==> src/rtl/blast_pkg.sv <==
// Shared definitions for the Blast score path: result codes, scan FSM states,
// and the points rule used by the score accumulator.
package blast_pkg;

    localparam logic [1:0] CODE_MISS = 2'd0;
    localparam logic [1:0] CODE_HIT  = 2'd1;
    localparam logic [1:0] CODE_VOID = 2'd2;

    typedef enum logic [1:0] {IDLE, SCAN, ADD} state_t;

    // Checked in order: no hits, all hits, every non-void hit, otherwise per-hit.
    function automatic int unsigned calc_points(
        input int unsigned h,
        input int unsigned v,
        input int unsigned num_ch,
        input int unsigned hit_pts,
        input int unsigned bonus_pts,
        input int unsigned all_hit_pts
    );
        if (h == 0)                       return 0;
        if (h == num_ch)                  return all_hit_pts;
        if (v > 0 && h == num_ch - v)     return bonus_pts;
        return h * hit_pts;
    endfunction

endpackage

==> src/rtl/sat_add.sv <==
// Unsigned adder that clamps to all-ones instead of wrapping.
module sat_add #(
    parameter int unsigned W = 8
) (
    input  logic [W-1:0] a,
    input  logic [W-1:0] b,
    output logic [W-1:0] y
);

    logic [W:0] sum;

    always_comb begin
        sum = {1'b0, a} + {1'b0, b};
        y   = sum[W] ? '1 : sum[W-1:0];
    end

endmodule

==> src/rtl/multi_score_accum.sv <==
// Multi-channel score accumulator: scans NUM_CH latched result codes one per
// cycle, adds the round's points with saturation, and tracks the best score.
module multi_score_accum
    import blast_pkg::*;
#(
    parameter int unsigned NUM_CH      = 2,
    parameter int unsigned SCORE_W     = 11,
    parameter int unsigned INIT_SCORE  = 55,
    parameter int unsigned HIT_PTS     = 1,
    parameter int unsigned BONUS_PTS   = 5,
    parameter int unsigned ALL_HIT_PTS = 10
) (
    input  logic                  clk,
    input  logic                  rst,
    input  logic [2*NUM_CH-1:0]   codes,
    input  logic                  start,
    input  logic                  round_end,
    output logic                  busy,
    output logic                  done,
    output logic [SCORE_W-1:0]    score,
    output logic [SCORE_W-1:0]    best
);

    localparam int unsigned CNT_W = $clog2(NUM_CH + 1);
    localparam int unsigned IDX_W = $clog2(NUM_CH);

    state_t              state, state_nxt;
    logic [2*NUM_CH-1:0] codes_q;
    logic [IDX_W-1:0]    idx;
    logic [CNT_W-1:0]    h, v;
    logic                pend;
    logic [1:0]          cur_code;
    logic                last;
    logic [SCORE_W-1:0]  pts;
    logic [SCORE_W-1:0]  sum;

    assign cur_code = codes_q[2*idx +: 2];
    assign last     = (idx == IDX_W'(NUM_CH - 1));
    assign busy     = (state != IDLE);
    assign pts      = SCORE_W'(calc_points(32'(h), 32'(v), NUM_CH,
                                           HIT_PTS, BONUS_PTS, ALL_HIT_PTS));

    sat_add #(.W(SCORE_W)) u_sat_add (
        .a (score),
        .b (pts),
        .y (sum)
    );

    always_ff @(posedge clk or negedge rst) begin
        if (!rst) state <= IDLE;
        else      state <= state_nxt;
    end

    always_comb begin
        // NOTE: default first so every path assigns state_nxt and no latch is inferred.
        state_nxt = state;
        case (state)
            IDLE:    if (start) state_nxt = SCAN;
            SCAN:    if (last)  state_nxt = ADD;
            ADD:     state_nxt = IDLE;
            default: state_nxt = IDLE;
        endcase
    end

    // NOTE: non-blocking throughout so every register sees pre-edge values of the others.
    always_ff @(posedge clk or negedge rst) begin
        if (!rst) begin
            score   <= SCORE_W'(INIT_SCORE);
            best    <= '0;
            done    <= 1'b0;
            pend    <= 1'b0;
            codes_q <= '0;
            idx     <= '0;
            h       <= '0;
            v       <= '0;
        end else begin
            done <= 1'b0;
            case (state)
                IDLE: begin
                    // Commit happens before any start in the same cycle is scored.
                    if (round_end || pend) begin
                        best  <= (score > best) ? score : best;
                        score <= SCORE_W'(INIT_SCORE);
                        pend  <= 1'b0;
                    end
                    if (start) begin
                        codes_q <= codes;
                        idx     <= '0;
                        h       <= '0;
                        v       <= '0;
                    end
                end
                SCAN: begin
                    if (round_end) pend <= 1'b1;
                    if (cur_code == CODE_HIT)       h <= h + 1'b1;
                    else if (cur_code != CODE_MISS) v <= v + 1'b1;
                    if (!last) idx <= idx + 1'b1;
                end
                ADD: begin
                    if (round_end) pend <= 1'b1;
                    score <= sum;
                    done  <= 1'b1;
                end
                default: ;
            endcase
        end
    end

endmodule

==> config.mk <==
export PLATFORM = sky130hd
export DESIGN_NAME = multi_score_accum
export DESIGN_NICKNAME = d
export VERILOG_FILES = /design/src/rtl/blast_pkg.sv /design/src/rtl/sat_add.sv /design/src/rtl/multi_score_accum.sv
export SDC_FILE = /design/constraint.sdc
export NUM_CORES = 1
export LEC_CHECK = 0
export BUFFER_PORTS_ARGS = -buffer_cell sky130_fd_sc_hd__buf_2
export CAP_MARGIN = 20
export CORE_MARGIN = 3
export CORE_UTILIZATION = 49
export DETAILED_ROUTE_END_ITERATION = 8
export GPL_TIMING_DRIVEN = 0
export HOLD_SLACK_MARGIN = 0.15
export PLACE_DENSITY = 0.72
export SETUP_SLACK_MARGIN = 0.2
export SKIP_CTS_REPAIR_TIMING = 1
export SYNTH_ARGS = -nofsm -noshare
export SYNTH_HDL_FRONTEND = slang
export SYNTH_HIERARCHICAL = 1
export SYNTH_SLANG_ARGS = --single-unit
==> constraint.sdc <==
create_clock -name clk -period 3.2 [get_ports clk]
set_input_delay 0.16 -clock clk [delete_from_list [all_inputs] [get_ports clk]]
set_output_delay 0.16 -clock clk [all_outputs]
set_load 0.05 [all_outputs]
Word level (Yosys, flattened, before mapping)

Index checks and enable logic that the tools add are counted.

$add $sub $neg: 5
$lt $le $gt $ge: 2
Eq/ne operators: 12
Shifts and indexed selects: 1
Mux-type cells: 30
Reductions and logical operators: 18

Operators by type and width:

| operator                                                       | count |
|---|---|
| two-way mux 11 bit                                             | 5 |
| == test 2 x 32 -> 1 bit                                        | 1 |
| case mux 11 bit (2 select lines)                               | 1 |
| adder 11 x 11 -> 12 bit                                        | 1 |
| two-way mux 2 bit                                              | 6 |
| != test 2 bit (second input constant)                          | 6 |
| case mux 2 bit (2 select lines)                                | 3 |
| greater-than comparator 11 bit                                 | 1 |
| two-way mux 1 bit                                              | 11 |
| nonzero test 2 bit                                             | 5 |
| AND reduction 3 bit                                            | 3 |
| two-way mux 4 bit                                              | 2 |
| AND reduction 2 bit                                            | 4 |
| adder 2 x 1 -> 2 bit (second input constant)                   | 2 |
| == test 2 x 1 -> 1 bit (second input constant)                 | 2 |
| == test 2 bit (second input constant)                          | 2 |
| logical NOT 2 bit                                              | 2 |
| case mux 1 bit (2 select lines)                                | 2 |
| AND reduction 4 bit                                            | 1 |
| indexed part select 4 x 3 -> 2 bit                             | 1 |
| subtractor 2 x 2 -> 3 bit (first input constant)               | 1 |
| greater-than comparator 2 x 1 -> 1 bit (second input constant) | 1 |
| != test 2 x 1 -> 1 bit (second input constant)                 | 1 |
| OR reduction 2 bit                                             | 1 |
| 3 further kinds                                                | 3 |

Register bits after elaboration: 35
Logic and storage cells: 77

Longest topological paths before layout

Depth after elaboration: 12
Gate-level depth with buffers: 16

Hierarchy

Netlist, hierarchy kept.

By module, submodules not included:

| module            | times used | cells each | area each (um^2) | sequential area each (um^2) |
|---|---|---|---|---|
| multi_score_accum | 1          | 184        | 1,864.3          | 882.1 |
| sat_add           | 1          | 76         | 585.6            | 0.0 |

Least setup slack after synthesis

OpenSTA, ideal clock, no wires.

Path type: flip-flop to flip-flop
From: register v[0]
To: register score[10]
Setup time: 0.083 ns
Arrival time: 2.993 ns
Required time: 3.117 ns
Path slack: 0.125 ns
Cell stages (with the launch flop): 17
Buffers on the path: 0
Path through: dfrtp_1 -> inv_1 -> ha_1 -> xnor2_1 -> nor4_1 -> nor2_1 -> nor3_1 -> ha_1 -> inv_1 -> fa_1 -> nand2b_1 -> a21oi_1 -> a211oi_2 -> o311ai_2 -> mux2i_1 -> nand3_1 -> o21ai_0

Word-level cells in the longest chain between the ends: 12
Elaborated cells on any way between the ends: 14

Ends and longest elaborated chain:

| what                               | RTL line                 | RTL |
|---|---|---|
| start, declared                    | multi_score_accum.sv:30  | `logic [CNT_W-1:0] h, v;` |
| start signal, assigned             | multi_score_accum.sv:96  | `else if (cur_code != CODE_MISS) v <= v + 1'b1;` |
| subtractor 2 x 2 -> 3 bit          | blast_pkg.sv:22          | `if (v > 0 && h == num_ch - v) return bonus_pts;` |
| == test 2 x 32 -> 1 bit            | blast_pkg.sv:22          |  |
| logical AND 1 bit *                | blast_pkg.sv:22          |  |
| two-way mux 1 bit (2 in a row)     | blast_pkg.sv:22          |  |
| two-way mux 1 bit                  | blast_pkg.sv:21          | `if (h == num_ch) return all_hit_pts;` |
| two-way mux 11 bit *               | blast_pkg.sv:23          | `return h * hit_pts;` |
| two-way mux 11 bit *               | blast_pkg.sv:22          |  |
| two-way mux 11 bit *               | blast_pkg.sv:21          |  |
| named net pts[0]                   | multi_score_accum.sv:34  | `logic [SCORE_W-1:0] pts;` |
| adder 11 x 11 -> 12 bit *          | sat_add.sv:13            | `sum = {1'b0, a} + {1'b0, b};` |
| two-way mux 11 bit *               | sat_add.sv:14            | `y = sum[W] ? '1 : sum[W-1:0];` |
| named net sum[10]                  | multi_score_accum.sv:35  | `logic [SCORE_W-1:0] sum;` |
| case mux 11 bit (2 select lines) * | multi_score_accum.sv:78  | `case (state)` |
| end signal, assigned               | multi_score_accum.sv:68  | `score <= SCORE_W'(INIT_SCORE);` |
| end signal, assigned               | multi_score_accum.sv:83  | `score <= SCORE_W'(INIT_SCORE);` |
| end signal, assigned               | multi_score_accum.sv:101 | `score <= sum;` |
| end, declared                      | multi_score_accum.sv:20  | `output logic [SCORE_W-1:0] score,` |

The timed path passes the listed nets; every way through them passes the cells marked *. The select of a mux whose other input is x is not followed.
A chain may end at the register's enable or synchronous reset.

Worst setup path in the final report

Same ends and word-level chain as after synthesis.

==> summary.txt <==
Status = completed
Relative slew slack = 45.8%
Synthesis-to-layout area growth = 24.7%
Share of the synthesized area in the top cell type = 30.6%
Crit. End Element = flop
Data required, critical path = 3.42 ns
Post-Syn Area = 2450 um2
CTS buffer count = 5
Logic pwr share = 60.1%
CP max FO = 4
Tcrit/Tclk final = 95.4%
Total gr overflow = 0
M1 wire length = 2.54 mm
Leakage power = 1.47 nW
Final Setup Violations = 0
Vias/cell = 5.31
# fillers = 418
Post-synth top flop = dfrtp_1
Mapped Cells = 260
Detailed Routing Iterations Pass 1 = 4
CTS Root Cell = clkbuf_8
Slew Viols, Final = 0
Sink Count = 35
Worst slew pin tran = 0.814 ns
Setup Skew = 0.00710 ns
Internal = 0.00145 W
F_max = 328 MHz
Buffers added on ports = 31
Boundary Pins = 32
Flops & latches, synth = 35
Sequential share of the synthesized area = 36.0%
CP arrival = 3.27 ns
Post-synth cell types = 45
EDFF count, synth = 0
RSZ-0062 raised after global routing = yes
NetSw = 0.00136 W
Critical path class = reg -> reg
Largest net degree at the start of global routing = 36
Clock Power Share = 14.2%
ANT nets after route = 0
Die area = 5880 um2
# diodes = 0
GRT Overall Usage = 18.9%
Antenna violations before repair = 0
Nets = 360
Max Root-Sink Buffers = 2
Type of the most critical hold path = in -> reg
Final WS setup = 0.148 ns
Final hold vios = 0
Top Layer Used = met4
Worst-path clk slew = 0.07 ns
Top cells by area, synth = dfrtp_1 31%, ha_1 15%, inv_1 6.0%, dfstp_2 5.4%, a21oi_1 3.7%
Vias in the first global route = 1,906
DR vias = 2,069
Total routed wirelength = 5.55 mm
Met2 routed wirelength = 2.66 mm
Seq pwr share = 25.7%
Top cell type by total area after synthesis = dfrtp_1
PwrDens = 920 nW/um2
Place WS = -0.0647 ns
DR WL/cell = 14.2 um
GP Congestion = 0.910
Syn_area_per_cell = 9.42 um2
Max-Cap Viols = 0
DRC = 0
Clock H-tree levels = 2
Worst-Skew Late Latency = 0.29 ns
Met3 WL = 282 um
DR iter-0 viols = 109
Net Sw Frac = 48.4%
Hold slack final = 0.190 ns
Chip Height = 76.7 um
DP Wirelength = 3.77 mm
FP Rows = 25
First-pass GRT wire length = 9.10 mm
Worst VDD drop = 0.598 mV
CP startpoint kind = flop
Post-synth ARST share = 100%
Chip Width = 76.7 um
Initial Util = 51.2%
Total core area = 4790 um2
Yosys warns = 6
Fraction of layout cells with a size suffix above 1 = 27.9%
Post-layout min period = 3.05 ns
CTS tree = built
## final timing paths
check	from	end	slack [ns]	depth (start not counted)
worst max-delay path	v[0]	score[10]	0.15	16
worst min-delay path	start	state[0]	0.19	3
worst max register to register	v[0]	score[10]	0.15	16
worst min register to register	pend	pend	0.51	2
max in group asynchronous	rst	v[0]	2.13	2
min in group asynchronous	rst	best[1]	0.49	2
## cell usage in the layout (no fill, tap or decap), types with 2 or more instances in the layout
cell | Yosys | routed
nand2b_1 | 8 | 7
nand3_1 | 11 | 11
a21oi_2 | 2 | 3
dlygate4sd3_1 | 0 | 6
clkbuf_8 | 0 | 5
ha_1 | 29 | 26
clkbuf_1 | 3 | 5
inv_2 | 0 | 3
a21oi_1 | 18 | 16
dfrtp_1 | 30 | 29
nor2_1 | 14 | 14
nand3b_1 | 2 | 2
o21ai_1 | 1 | 2
ha_2 | 0 | 2
mux2_4 | 4 | 4
mux2i_1 | 8 | 8
a211oi_4 | 0 | 2
nor3_1 | 5 | 4
mux2_2 | 6 | 6
conb_1 | 1 | 7
o21ai_0 | 16 | 15
inv_1 | 39 | 36
nand2_1 | 14 | 14
buf_4 | 0 | 11
xnor2_1 | 3 | 2
dfstp_2 | 5 | 5
a21o_1 | 2 | 2
o211ai_1 | 3 | 3
nand4_1 | 4 | 4
buf_2 | 0 | 31
xor2_1 | 4 | 4
a31oi_1 | 7 | 7
## cells in the mapped netlist, drive strengths merged, types with 2 or more instances
master and instances:
nand2b 8, xor2 4, nand2 14, nand3b 2
nand4 4, mux2 10, mux2i 8, a21oi 20
o311ai 2, dfrtp 30, clkbuf 3, inv 39
ha 29, dfstp 5, a21o 3, nor2 14
xnor2 3, nor3 5, nand3 11, o211ai 3
a211oi 3, a31oi 7, o21ai 17
## state kept, by name, summed over array words and instances, names as in the netlist
name / cells
codes_q: 4
v: 2
state: 2
done: 1
score: 11
h: 2
idx: 1
best: 11
pend: 1
## per-stage QoR
step	TNS (ns)	std cells	total power, W	util, %	instance area [um2]
finish	0	390	0.00281	63.8	3060
global route	-0.162	390	0.00304	63.8	3060
CTS	-0.0897	372	0.00265	59.6	2850
detailed placement	-0.0647	364	0.00224	57.4	2750
global placement	-0.0212	364	0.00220	57.4	2750
floorplan	0	266	0.00192	-	2510
## final cells by class
class,count,area [um2],share of cell area [%]
clock inverters,1,30.0,0.983
multi-input cells,189,1520,49.6
flip-flops and latches,35,883,28.9
plain buffers,4,22.5,0.737
well taps,67,83.8,2.74
clock buffers,7,76.3,2.50
inverters,39,146,4.79
repair buffers,48,298,9.75
## worst max-delay path, stage by stage, from the launching register on
cell      delay, ns
dfrtp_2        0.43
inv_2          0.07
ha_4           0.21
xnor2_2        0.13
nor4_2         0.26
nor2_1         0.10
nor3_2         0.12
ha_2           0.21
inv_2          0.04
fa_2           0.35
nand2b_4       0.16
a21oi_4        0.16
a211oi_4       0.08
o311ai_2       0.25
mux2i_1        0.21
nand3_1        0.08
o21ai_1        0.11
## per-layer routing
metal / up-vias / GRT usage [%]
met4: 0 / 7.07
li1: 1023 / -
met2: 49 / 29.4
met5: - / 0
met3: 9 / 3.87
met1: 988 / 26.0
## cell families after synthesis
family	synth area share, %
compound gates	17.5
simple gates	12.8
buf+inv	6.89
flops	36.0
fa+ha+maj	15.6
mux	8.48
xor+xnor	2.50
other cells	0.153
## power groups by stage
stage                     Sequential, W  Combinational, W  Clock (W)
after floorplan                0.000894           0.00103          0
after global placement         0.000724           0.00148          0
after detailed placement       0.000729           0.00151          0
after CTS                      0.000720           0.00152   0.000409
after global routing           0.000747           0.00186   0.000434
final                          0.000723           0.00169   0.000398
Power figures use the tool's default switching activity.
